## src/rtl/vga_ctrl.sv

```systemverilog
`default_nettype none
// ============================================================================
// Module      : vga_ctrl
// Description : VGA timing generator for 640x480@60 Hz on a 25 MHz pixel clock.
//               Keeps the horizontal and vertical counters. Decodes hsync,
//               vsync and frame_start from them. Requests pixel coordinates
//               one clock before display, so that a pixel stage with a
//               registered output returns its colour exactly in the visible
//               window. Gates that colour onto rgb.
//
// Ports       : vga_clk      in   pixel clock (25 MHz)
//               sys_rst_n    in   asynchronous, active-low reset
//               pix_data     in   [15:0] RGB565 from pixel stage (1-cycle latency)
//               pix_x        out  [9:0]  requested column, 10'h3FF when idle
//               pix_y        out  [9:0]  requested row,    10'h3FF when idle
//               hsync        out  horizontal sync, high during sync pulse
//               vsync        out  vertical sync, high during sync pulse
//               rgb          out  [15:0] RGB565 to DAC, zero outside window
//               frame_start  out  high while cnt_h==0 and cnt_v==0
//
// Revision    : 1.0  initial release
// ============================================================================
module vga_ctrl #(
    parameter logic [9:0] H_SYNC   = 10'd96,
    parameter logic [9:0] H_BACK   = 10'd40,
    parameter logic [9:0] H_LEFT   = 10'd8,
    parameter logic [9:0] H_VALID  = 10'd640,
    parameter logic [9:0] H_RIGHT  = 10'd8,
    parameter logic [9:0] H_FRONT  = 10'd8,
    parameter logic [9:0] H_TOTAL  = 10'd800,
    parameter logic [9:0] V_SYNC   = 10'd2,
    parameter logic [9:0] V_BACK   = 10'd25,
    parameter logic [9:0] V_TOP    = 10'd8,
    parameter logic [9:0] V_VALID  = 10'd480,
    parameter logic [9:0] V_BOTTOM = 10'd8,
    parameter logic [9:0] V_FRONT  = 10'd2,
    parameter logic [9:0] V_TOTAL  = 10'd525
) (
    input  logic        vga_clk,
    input  logic        sys_rst_n,
    input  logic [15:0] pix_data,
    output logic [9:0]  pix_x,
    output logic [9:0]  pix_y,
    output logic        hsync,
    output logic        vsync,
    output logic [15:0] rgb,
    output logic        frame_start
);

    // ------------------------------------------------------------------
    // Derived window positions
    // ------------------------------------------------------------------
    localparam logic [9:0] c_h_start = H_SYNC + H_BACK + H_LEFT;        // first visible column
    localparam logic [9:0] c_h_end   = c_h_start + H_VALID - 10'd1;     // last visible column
    localparam logic [9:0] c_v_start = V_SYNC + V_BACK + V_TOP;         // first visible line
    localparam logic [9:0] c_v_end   = c_v_start + V_VALID - 10'd1;     // last visible line
    localparam logic [9:0] c_h_last  = H_TOTAL - 10'd1;
    localparam logic [9:0] c_v_last  = V_TOTAL - 10'd1;

    // Requests lead the visible window by one clock to cover the pixel
    // stage's register.
    localparam logic [9:0] c_req_start = c_h_start - 10'd1;
    localparam logic [9:0] c_req_end   = c_h_end - 10'd1;

    // The totals must equal the sum of their segments, otherwise the
    // window decode and the wrap points disagree.
    localparam logic [9:0] c_h_sum = H_SYNC + H_BACK + H_LEFT + H_VALID + H_RIGHT + H_FRONT;
    localparam logic [9:0] c_v_sum = V_SYNC + V_BACK + V_TOP + V_VALID + V_BOTTOM + V_FRONT;

    generate
        if (c_h_sum != H_TOTAL) begin : g_bad_h_total
            $error("vga_ctrl: H_TOTAL does not match the sum of the horizontal segments");
        end
        if (c_v_sum != V_TOTAL) begin : g_bad_v_total
            $error("vga_ctrl: V_TOTAL does not match the sum of the vertical segments");
        end
    endgenerate

    // ------------------------------------------------------------------
    // Counters
    // ------------------------------------------------------------------
    logic [9:0] r_cnt_h;
    logic [9:0] r_cnt_v;
    logic       w_h_wrap;
    logic       w_v_wrap;

    assign w_h_wrap = (r_cnt_h == c_h_last);
    assign w_v_wrap = (r_cnt_v == c_v_last);

    always_ff @(posedge vga_clk or negedge sys_rst_n) begin
        if (!sys_rst_n) begin
            r_cnt_h <= 10'd0;
        end else if (w_h_wrap) begin
            r_cnt_h <= 10'd0;
        end else begin
            r_cnt_h <= r_cnt_h + 10'd1;
        end
    end

    // The line counter only moves on the last column of a line, and the
    // frame wraps on that same clock.
    always_ff @(posedge vga_clk or negedge sys_rst_n) begin
        if (!sys_rst_n) begin
            r_cnt_v <= 10'd0;
        end else if (w_h_wrap) begin
            if (w_v_wrap) begin
                r_cnt_v <= 10'd0;
            end else begin
                r_cnt_v <= r_cnt_v + 10'd1;
            end
        end
    end

    // ------------------------------------------------------------------
    // Combinational decodes (no latency relative to the counters)
    // ------------------------------------------------------------------
    logic w_v_active;
    logic w_rgb_valid;
    logic w_pix_req;

    assign w_v_active  = (r_cnt_v >= c_v_start) && (r_cnt_v <= c_v_end);
    assign w_rgb_valid = (r_cnt_h >= c_h_start) && (r_cnt_h <= c_h_end) && w_v_active;
    assign w_pix_req   = (r_cnt_h >= c_req_start) && (r_cnt_h <= c_req_end) && w_v_active;

    assign hsync       = (r_cnt_h <= H_SYNC - 10'd1);
    assign vsync       = (r_cnt_v <= V_SYNC - 10'd1);
    assign frame_start = (r_cnt_h == 10'd0) && (r_cnt_v == 10'd0);

    assign pix_x = w_pix_req ? (r_cnt_h - c_req_start) : 10'h3FF;
    assign pix_y = w_pix_req ? (r_cnt_v - c_v_start)   : 10'h3FF;

    // Outside the window pix_data may be undefined, so it is never passed.
    assign rgb = w_rgb_valid ? pix_data : 16'h0000;

endmodule
`default_nettype wire

```

## config.mk

```make
export PLATFORM = sky130hd
export DESIGN_NAME = vga_ctrl
export DESIGN_NICKNAME = d
export VERILOG_FILES = /design/src/rtl/vga_ctrl.sv
export SDC_FILE = /design/constraint.sdc
export NUM_CORES = 1
export LEC_CHECK = 0
export BUFFER_PORTS_ARGS = -buffer_cell sky130_fd_sc_hd__buf_2
export CORE_MARGIN = 2
export CORE_UTILIZATION = 37
export CTS_CLUSTER_DIAMETER = 200
export CTS_CLUSTER_SIZE = 25
export DETAILED_ROUTE_END_ITERATION = 16
export SKIP_LAST_GASP = 1
export SLEW_MARGIN = 20
export SYNTH_ARGS = -nofsm -noshare
export SYNTH_HDL_FRONTEND = slang
export SYNTH_SLANG_ARGS = --single-unit
export TNS_END_PERCENT = 5
```

## constraint.sdc

```tcl
create_clock -name vga_clk -period 3.9 [get_ports vga_clk]
set_clock_uncertainty 0.2 [all_clocks]
set_input_delay 0.39 -clock vga_clk [delete_from_list [all_inputs] [get_ports vga_clk]]
set_output_delay 0.39 -clock vga_clk [all_outputs]
set_load 0.05 [all_outputs]
```

==> results by group, run 1 <==
Yosys
  – Ys flop type: dfrtp_1
  – Flops & latches, synth: 20
  – Mapped Area: 1830 sq um
  – Syn Area/Cell: 8.87 sq um
  – Yosys top cell by area: dfrtp_1
  – Cells after Synth: 206
  – Post-synth EDFFs: 0
  – Post-synthesis cell type count: 54
  – Post-synth net total: 231
  – Synth warn: 0
  – Share of the synthesized area in the top cell type: 27.4%
  – Post-synth ARST share: 100%
  – Register area share after synthesis: 27.4%
  – Synth area leaders: dfrtp_1 27%, xnor2_1 6.7%, and2_1 5.8%

Power and ir drop
  – Lkg Pwr: 0.915 nW
  – Clock share of power: 43.4%
  – P_int: 304 uW
  – Sw power: 83.1 uW
  – VDD IR max: 0.112 mV
  – Power Density: 180 nW/um^2
  – Gate power share: 3.1%
  – Net Sw Frac: 21.5%
  – Flop pwr share: 53.5%

STA
  – Final Setup Violations: 0
  – Fmax: 302 MHz
  – Actual slew at the worst max-slew pin: 985 ps
  – Period utilization: 84.9%
  – Min cycle time layout: 3310 ps
  – Sum of negative setup slack: 0 ps
  – Slew HR: 34.3%
  – RSZ-0062 raised after global routing: no
  – Endpoints failing hold: 0
  – Final slew viol count: 0

Clock network
  – # clock sinks: 20
  – TritonCTS clock tree: built
  – Clk slew on worst S/H paths: 80 ps
  – Root Driver: clkbuf_8
  – Post_cts resized: 0
  – Post-CTS setup buffers: 0
  – Clk_lat worst skew: 270 ps
  – CTS buffer count: 3
  – Max H-tree Level: 1
  – Max clock buf depth: 2
  – Post-CTS Hold Buffers: 1

Floorplan
  – Core region area: 4750 sq um
  – Ports: 57
  – Starting Density: 38.4%
  – Total die area: 5520 sq um
  – Die W: 74.3 microns
  – Floorplan row count: 25
  – Die height: 74.3 microns

Global routing
  – Gr ovfl total: 0
  – GRT Util Overall: 17.4%
  – Largest net degree at the start of global routing: 21
  – Number of global-route vias before repair: 1,570
  – Initial antenna violation count: 0
  – First-pass GRT wire length: 7490 microns

Setup path
  – Crit-path max FO: 18
  – Setup CP Type: reg2out
  – Critical Path Sink Type: primary output
  – Worst stage delay on the critical path: 520 ps
  – Worst EP required: 3310 ps
  – CP Buf/Inv Count: 1
  – Crit path max-delay family: simple AND/OR/NAND/NOR gates
  – CP max stage cell: dfrtp_1
  – Critical Path Start Type: register
  – WP data arrival: 2720 ps
  – Worst path cell trace: ha_1 > o41ai_1 > o2bb2ai_1 > nor2_4 > or4b_1 > buf_2

Drt
  – Initial DRC Count: 90
  – Detailed Routing Iterations Pass 1: 4
  – WL final: 4540 microns
  – Vias/cell: 5.12
  – Antenna-violating nets left: 0
  – Avg WL per Cell: 14.3 microns
  – Vias: 1,628
  – Drt drc: 0

Cells and area
  – Layout cells sized above 1: 32.3%
  – # diodes: 0
  – Layout area overhead: 17.5%
  – # nets final: 277
  – Post-Layout Cell Count: 318

Run status
  – Outcome: finished, final reports clean

Worst hold path
  – Worst hold path class: reg2reg

Job
  – Max cap viols: 0

Place
  – HPWL after DPL: 3300 microns
  – PortBufs: 56
  – Placed Cells: 313
  – Gpl congestion: 0.806
worst register-to-register path, delay by kind of cell (launching register included):
| family | cells | cell delay (ps) |
|---|---|---|
| xor+xnor | 1 | 180 |
| flops | 1 | 450 |
| fa+ha+maj | 1 | 230 |
| simple gates | 3 | 1090 |
logic make-up (layout without fill, tap and decap cells):
logic type	after synthesis	after routing	share of synthesized area, %
simple gates	103	103	36.4
compound gates	27	27	12.2
buf+inv	26	71	8.01
xor+xnor	21	21	10.1
flops	20	20	27.4
fa+ha+maj	7	7	4.79
mux	2	2	1.16
layer usage:
layer  track usage [%]  wire (microns)  up-vias
met3              4.07             158        7
met4              4.96              36        0
met5                 0               0        -
met2              28.6            2270       28
li1                  -               -      831
met1              22.9            2070      762
flip-flops by register name, summed over array words and instances (netlist names):
name / cells
r_cnt_h: 10
r_cnt_v: 10
power by group through the flow:
stage / logic [mW] / clock network (mW) / registers (mW)
3_5_place_dp: 0.0118 / 0 / 0.211
3_3_place_gp: 0.0116 / 0 / 0.211
5_1_grt: 0.0142 / 0.180 / 0.207
6_report: 0.0120 / 0.168 / 0.207
2_1_floorplan: 0.000120 / 0 / 0.211
4_1_cts: 0.0127 / 0.174 / 0.207
cells in the final DEF, fill, tap and decap left out, types with 2 or more instances in the layout:
master    count
buf_2        56
dfrtp_1      20
and2_1       17
nand3_1      16
xnor2_1      14
nor2_1       12
inv_1        10
nor3_1        9
nand3_2       8
nand2_1       7
xor2_1        7
ha_1          7
nor4_1        6
o21ai_0       6
nand4_1       5
clkbuf_8      4
and3_1        3
nor3_2        2
or3_1         2
a21oi_1       2
nand3b_1      2
o211ai_1      2
nor2b_1       2
a22o_1        2
a21o_1        2
area by class of cell:
type | instances | area [sq um]
repair buffers | 57 | 290
clock buffers | 4 | 55.1
well taps | 67 | 83.8
inverters | 10 | 37.5
multi-input cells | 160 | 1180
fillers | 491 | 2610
flip-flops and latches | 20 | 500
worst paths after layout:
kind	end	start	slack, ps	depth (start not counted)
min in group asynchronous	r_cnt_h[2]	sys_rst_n	410	2
worst max-delay path	pix_x[2]	r_cnt_v[1]	590	6
max in group asynchronous	r_cnt_v[7]	sys_rst_n	2770	2
worst min register to register	r_cnt_h[0]	r_cnt_h[0]	370	1
worst min-delay path	r_cnt_h[0]	r_cnt_h[0]	370	1
worst max register to register	r_cnt_v[6]	r_cnt_h[0]	1670	5
Yosys cell counts (3+ instances only):
master,count
dfrtp_1,20
ha_1,7
buf_2,7
and2_1,17
xnor2_1,14
and3_1,3
nand2_1,7
o21ai_0,6
nor3_1,9
buf_6,5
inv_1,10
nor4_1,6
xor2_1,7
nand3_2,8
nand4_1,5
nand3_1,16
nor2_1,12
metrics by stage:
step	instance area (sq um)	util (%)	total power [mW]	setup slack (ps)	hold WS [ps]
after CTS	2150	45.2	0.393	572	370
after global routing	2150	45.2	0.401	402	402
after global placement	2080	43.8	0.223	919	177
after floorplan	1830	-	0.211	757	-106
after detailed placement	2080	43.8	0.223	904	181
final	2150	45.2	0.387	587	367
Note: power is estimated with default switching activity, not from simulation.
==> run 2: changes to the inputs <==
==> constraint.sdc (replaced) <==
create_clock -name vga_clk -period 3.4 [get_ports vga_clk]
set_clock_uncertainty 0.2 [all_clocks]
set_input_delay 0.34 -clock vga_clk [delete_from_list [all_inputs] [get_ports vga_clk]]
set_output_delay 0.34 -clock vga_clk [all_outputs]
set_load 0.05 [all_outputs]
==> results by group, run 2 (same netlist as run 1, synthesis figures left out) <==
Run status
  – Outcome: finished, final reports clean

Place
  – HPWL after DPL: 3310 microns
  – Pre-CTS WS: 436 ps
  – Gpl congestion: 0.800
  – PortBufs: 56
  – DP Area: 2090 sq um
  – Placed Cells: 314

Power and ir drop
  – Gate power share: 3.2%
  – VDD IR max: 0.139 mV
  – Sw power: 88.6 uW
  – Flop pwr share: 54.4%
  – P_int: 348 uW
  – Lkg Pwr: 0.920 nW
  – Total chip power: 437 uW
  – Clock share of power: 42.4%
  – Net Sw Frac: 20.3%
  – Power Density: 202 nW/um^2

Setup path
  – Crit-path max FO: 18
  – Setup CP Type: reg2out
  – Critical Path Start Type: register
  – Worst EP required: 2860 ps
  – WP data arrival: 2720 ps
  – Critical Path Sink Type: primary output

Cells and area
  – # nets final: 278
  – Most common cell after layout, fill and taps aside: buf_2
  – Final Cell Area: 2160 sq um
  – Most frequent cells in the layout: 56 x buf_2, 20 x dfrtp_1, 17 x and2_1, 16 x nand3_1, 14 x xnor2_1
  – # diodes: 0
  – Layout area overhead: 18.2%
  – Layout cells sized above 1: 32.5%
  – Finished Core Util: 45.4%
  – Largest registers: r_cnt_h (10), r_cnt_v (10)
  – Post-Layout Cell Count: 319

STA
  – Setup ws final: 143 ps
  – Hold_ws: 357 ps
  – Slew HR: 51.8%
  – Endpoints failing hold: 0
  – Sum of negative setup slack: 0 ps
  – Final slew viol count: 0
  – Min cycle time layout: 3260 ps
  – RSZ-0062 raised after global routing: yes
  – Fmax: 307 MHz
  – Actual slew at the worst max-slew pin: 713 ps
  – Final Setup Violations: 0
  – Period utilization: 95.8%

Worst hold path
  – Worst hold path class: in2async

Floorplan
  – Die W: 74.3 microns
  – Total die area: 5520 sq um
  – Die height: 74.3 microns
  – Core region area: 4750 sq um
  – Starting Density: 38.4%
  – Floorplan row count: 25
  – Ports: 57

Drt
  – Avg WL per Cell: 14.2 microns
  – Initial DRC Count: 127
  – WL final: 4530 microns
  – Vias/cell: 5.18
  – Detailed Routing Iterations Pass 1: 4
  – Antenna-violating nets left: 0
  – Drt drc: 0
  – Vias: 1,653

Clock network
  – CTS buffer count: 3
  – Max clock buf depth: 2
  – Max H-tree Level: 1
  – # clock sinks: 20
  – Clk slew on worst S/H paths: 80 ps
  – Clk_lat worst skew: 260 ps
  – Root Driver: clkbuf_8
  – TritonCTS clock tree: built
  – Post-CTS setup buffers: 0

Job
  – Max cap viols: 0

Global routing
  – Largest net degree at the start of global routing: 21
  – GRT Util Overall: 17.3%
  – First-pass GRT wire length: 7600 microns
  – Initial antenna violation count: 0
  – Gr ovfl total: 0
  – Number of global-route vias before repair: 1,507
[run 2: cell count changes in the layout (fill, tap and decap cells not counted), sizes merged]
cell / change
buf: +1
[run 2: worst max-delay path, stage by stage, from the launching register on]
cell	delay, ps
dfrtp_1	520
ha_1	330
o41ai_1	180
o2bb2ai_1	230
nor2_4	480
or4b_1	490
buf_2	230
[run 2: cell type report]
cell class,instances,area (sq um)
clock buffers,4,55.1
multi-input cells,160,1190
inverters,10,37.5
flip-flops and latches,20,500
fillers,485,2590
well taps,67,83.8
repair buffers,58,298
[run 2: per-layer routing]
layer  global-route usage (%)  part of all wire, %  vias to the layer above
met5                        0                    0                        -
met3                     3.39                  3.8                        2
met2                     29.0                   52                       27
li1                         -                    -                      824
met4                     2.18                 0.35                        0
met1                     23.9                   44                      800
[run 2: what timing repair did]
item                                    CTS  global route
hold endpoints to repair                 20             0
gates resized for setup                   0             1
hold buffers                              1             0
endpoints found under the setup margin    0             4
[run 2: worst paths after layout]
path	slack (ps)	cells past startpoint	startpoint	end
max in group asynchronous	2310	2	sys_rst_n	r_cnt_v[4]
hold reg to reg	360	1	r_cnt_h[0]	r_cnt_h[0]
hold / removal	360	2	sys_rst_n	r_cnt_h[5]
setup / recovery	140	6	r_cnt_v[0]	pix_x[2]
min in group vga_clk	360	1	r_cnt_h[0]	r_cnt_h[0]
setup reg to reg	1150	5	r_cnt_h[0]	r_cnt_v[6]
[run 2: power groups by stage]
stage | clock network [mW] | logic, mW | registers (mW)
global route | 0.204 | 0.0161 | 0.238
finish | 0.185 | 0.0138 | 0.238
global placement | 0 | 0.0134 | 0.242
detailed placement | 0 | 0.0135 | 0.242
CTS | 0.194 | 0.0144 | 0.238
floorplan | 0 | 0.000137 | 0.242
==> run 3: changes to the inputs <==
--- a/config.mk
+++ b/config.mk
@@ -6,11 +6,13 @@
 export NUM_CORES = 1
 export LEC_CHECK = 0
 export BUFFER_PORTS_ARGS = -buffer_cell sky130_fd_sc_hd__buf_2
+export CORE_ASPECT_RATIO = 1.5
 export CORE_MARGIN = 2
-export CORE_UTILIZATION = 37
+export CORE_UTILIZATION = 52
 export CTS_CLUSTER_DIAMETER = 200
 export CTS_CLUSTER_SIZE = 25
 export DETAILED_ROUTE_END_ITERATION = 16
+export PLACE_DENSITY = 0.81
 export SKIP_LAST_GASP = 1
 export SLEW_MARGIN = 20
 export SYNTH_ARGS = -nofsm -noshare
==> results by group, run 3 (same netlist as run 1, synthesis figures left out) <==
STA
  – Final slew viol count: 0
  – Slew HR: 44.9%
  – Sum of negative setup slack: 0 ps
  – Period utilization: 91.6%
  – Min cycle time layout: 3110 ps
  – Final Setup Violations: 0
  – Actual slew at the worst max-slew pin: 824 ps
  – Fmax: 321 MHz
  – Endpoints failing hold: 0
  – RSZ-0062 raised after global routing: no

Power and ir drop
  – Net Sw Frac: 20.1%
  – Gate power share: 3.2%
  – VDD IR max: 0.265 mV
  – Power Density: 205 nW/um^2
  – Clock share of power: 42.3%
  – Sw power: 87.6 uW
  – Total chip power: 436 uW
  – P_int: 348 uW
  – Lkg Pwr: 0.921 nW
  – Flop pwr share: 54.5%

Clock network
  – TritonCTS clock tree: built
  – CTS buffer count: 3
  – Max clock buf depth: 2
  – Clk_lat worst skew: 260 ps
  – # clock sinks: 20
  – Clk slew on worst S/H paths: 80 ps
  – Post-CTS Hold Buffers: 1
  – Max H-tree Level: 1
  – Post_cts resized: 0
  – Post-CTS setup buffers: 0
  – Root Driver: clkbuf_8

Setup path
  – Critical Path Start: r_cnt_v[1]
  – Crit-path max FO: 18
  – Setup CP Type: reg2out
  – R2r setup slk: 1130 ps
  – Reg2reg path depth: 5
  – Critical Path Sink Type: primary output
  – Worst R2R Start: r_cnt_h[0]
  – WP data arrival: 2570 ps
  – Worst EP required: 2860 ps
  – R2R Path End: r_cnt_v[6]
  – Critical Path Start Type: register
  – Setup crit end: pix_x[2]

Drt
  – Vias: 1,632
  – Antenna-violating nets left: 0
  – Initial DRC Count: 59
  – Detailed Routing Iterations Pass 1: 4
  – Drt drc: 0
  – Avg WL per Cell: 14.6 microns
  – Vias/cell: 5.55
  – WL final: 4280 microns

Global routing
  – Initial antenna violation count: 0
  – Gr ovfl total: 0
  – Number of global-route vias before repair: 1,580
  – GRT Util Overall: 23.3%
  – Largest net degree at the start of global routing: 21
  – First-pass GRT wire length: 7310 microns

Job
  – Max cap viols: 0

Floorplan
  – Die W: 52.4 microns
  – Core region area: 3380 sq um
  – Ports: 57
  – Total die area: 4020 sq um
  – Die height: 76.6 microns
  – Floorplan row count: 26
  – Starting Density: 54.0%

Place
  – HPWL after DPL: 3310 microns
  – Gpl congestion: 0.900
  – PortBufs: 56

Cells and area
  – # diodes: 0
  – FILL cells: 325
  – Area taken by multi-input logic gates: 1180 sq um
  – Layout area overhead: 16.2%
  – Largest registers: r_cnt_h (10), r_cnt_v (10)
  – Most frequent cells in the layout: 56 x buf_2, 20 x dfrtp_1, 17 x and2_1, 16 x nand3_1, 14 x xnor2_1
  – Layout cells sized above 1: 32.5%
  – Seq. cell area: 500 sq um
  – Most common cell after layout, fill and taps aside: buf_2
  – # nets final: 278

Worst hold path
  – Worst hold path class: in2async

Run status
  – Outcome: finished, final reports clean
-- run 3: cell counts in the layout (fill, tap and decap cells not counted) --
No cell type changed its count.
-- run 3: stage by stage --
step / hold WS, ps / instances / instance area (sq um) / util [%] / setup WS (ps)
global placement: 116 / 289 / 2060 / 60.9 / 639
detailed placement: 120 / 289 / 2060 / 60.9 / 586
finish: 349 / 294 / 2120 / 62.8 / 286
CTS: 361 / 294 / 2120 / 62.8 / 287
global route: 397 / 294 / 2120 / 62.8 / 105
floorplan: -156 / 206 / 1830 / - / 307
-- run 3: how the worst min path moves through the flow --
stage | to | depth (start not counted)
floorplan | r_cnt_h[0] | 0
global placement | r_cnt_v[0] | 1
global route | r_cnt_h[0] | 2
detailed placement | r_cnt_h[0] | 1
finish | r_cnt_h[0] | 2
CTS | r_cnt_h[0] | 1
-- run 3: layout make-up --
class,count,share of cell area (%)
Multi-Input combinational cell,160,55.6
Timing Repair Buffer,58,14.0
Inverter,10,1.77
Sequential cell,20,23.6
Clock buffer,4,2.59
Tap cell,42,2.47
-- run 3: critical path, cell delays in order, from the launching register on --
cell and delay, ps:
dfrtp_1 500, ha_1 320, o41ai_1 150, o2bb2ai_1 220
nor2_4 420, or4b_1 470, buf_2 220
-- run 3: metal layers --
| layer | routed length, microns | global-route usage (%) |
|---|---|---|
| met1 | 1680 | 28.0 |
| met2 | 2390 | 41.1 |
| met3 | 135 | 2.94 |
| met4 | 72 | 7.69 |
| met5 | 0 | 0 |
-- run 3: power by group through the flow --
stage	combinational [mW]	sequential [mW]	clock [mW]
2_1_floorplan	0.000137	0.242	0
3_3_place_gp	0.0133	0.242	0
6_report	0.0138	0.238	0.185
5_1_grt	0.0162	0.238	0.201
3_5_place_dp	0.0135	0.242	0
4_1_cts	0.0143	0.238	0.190
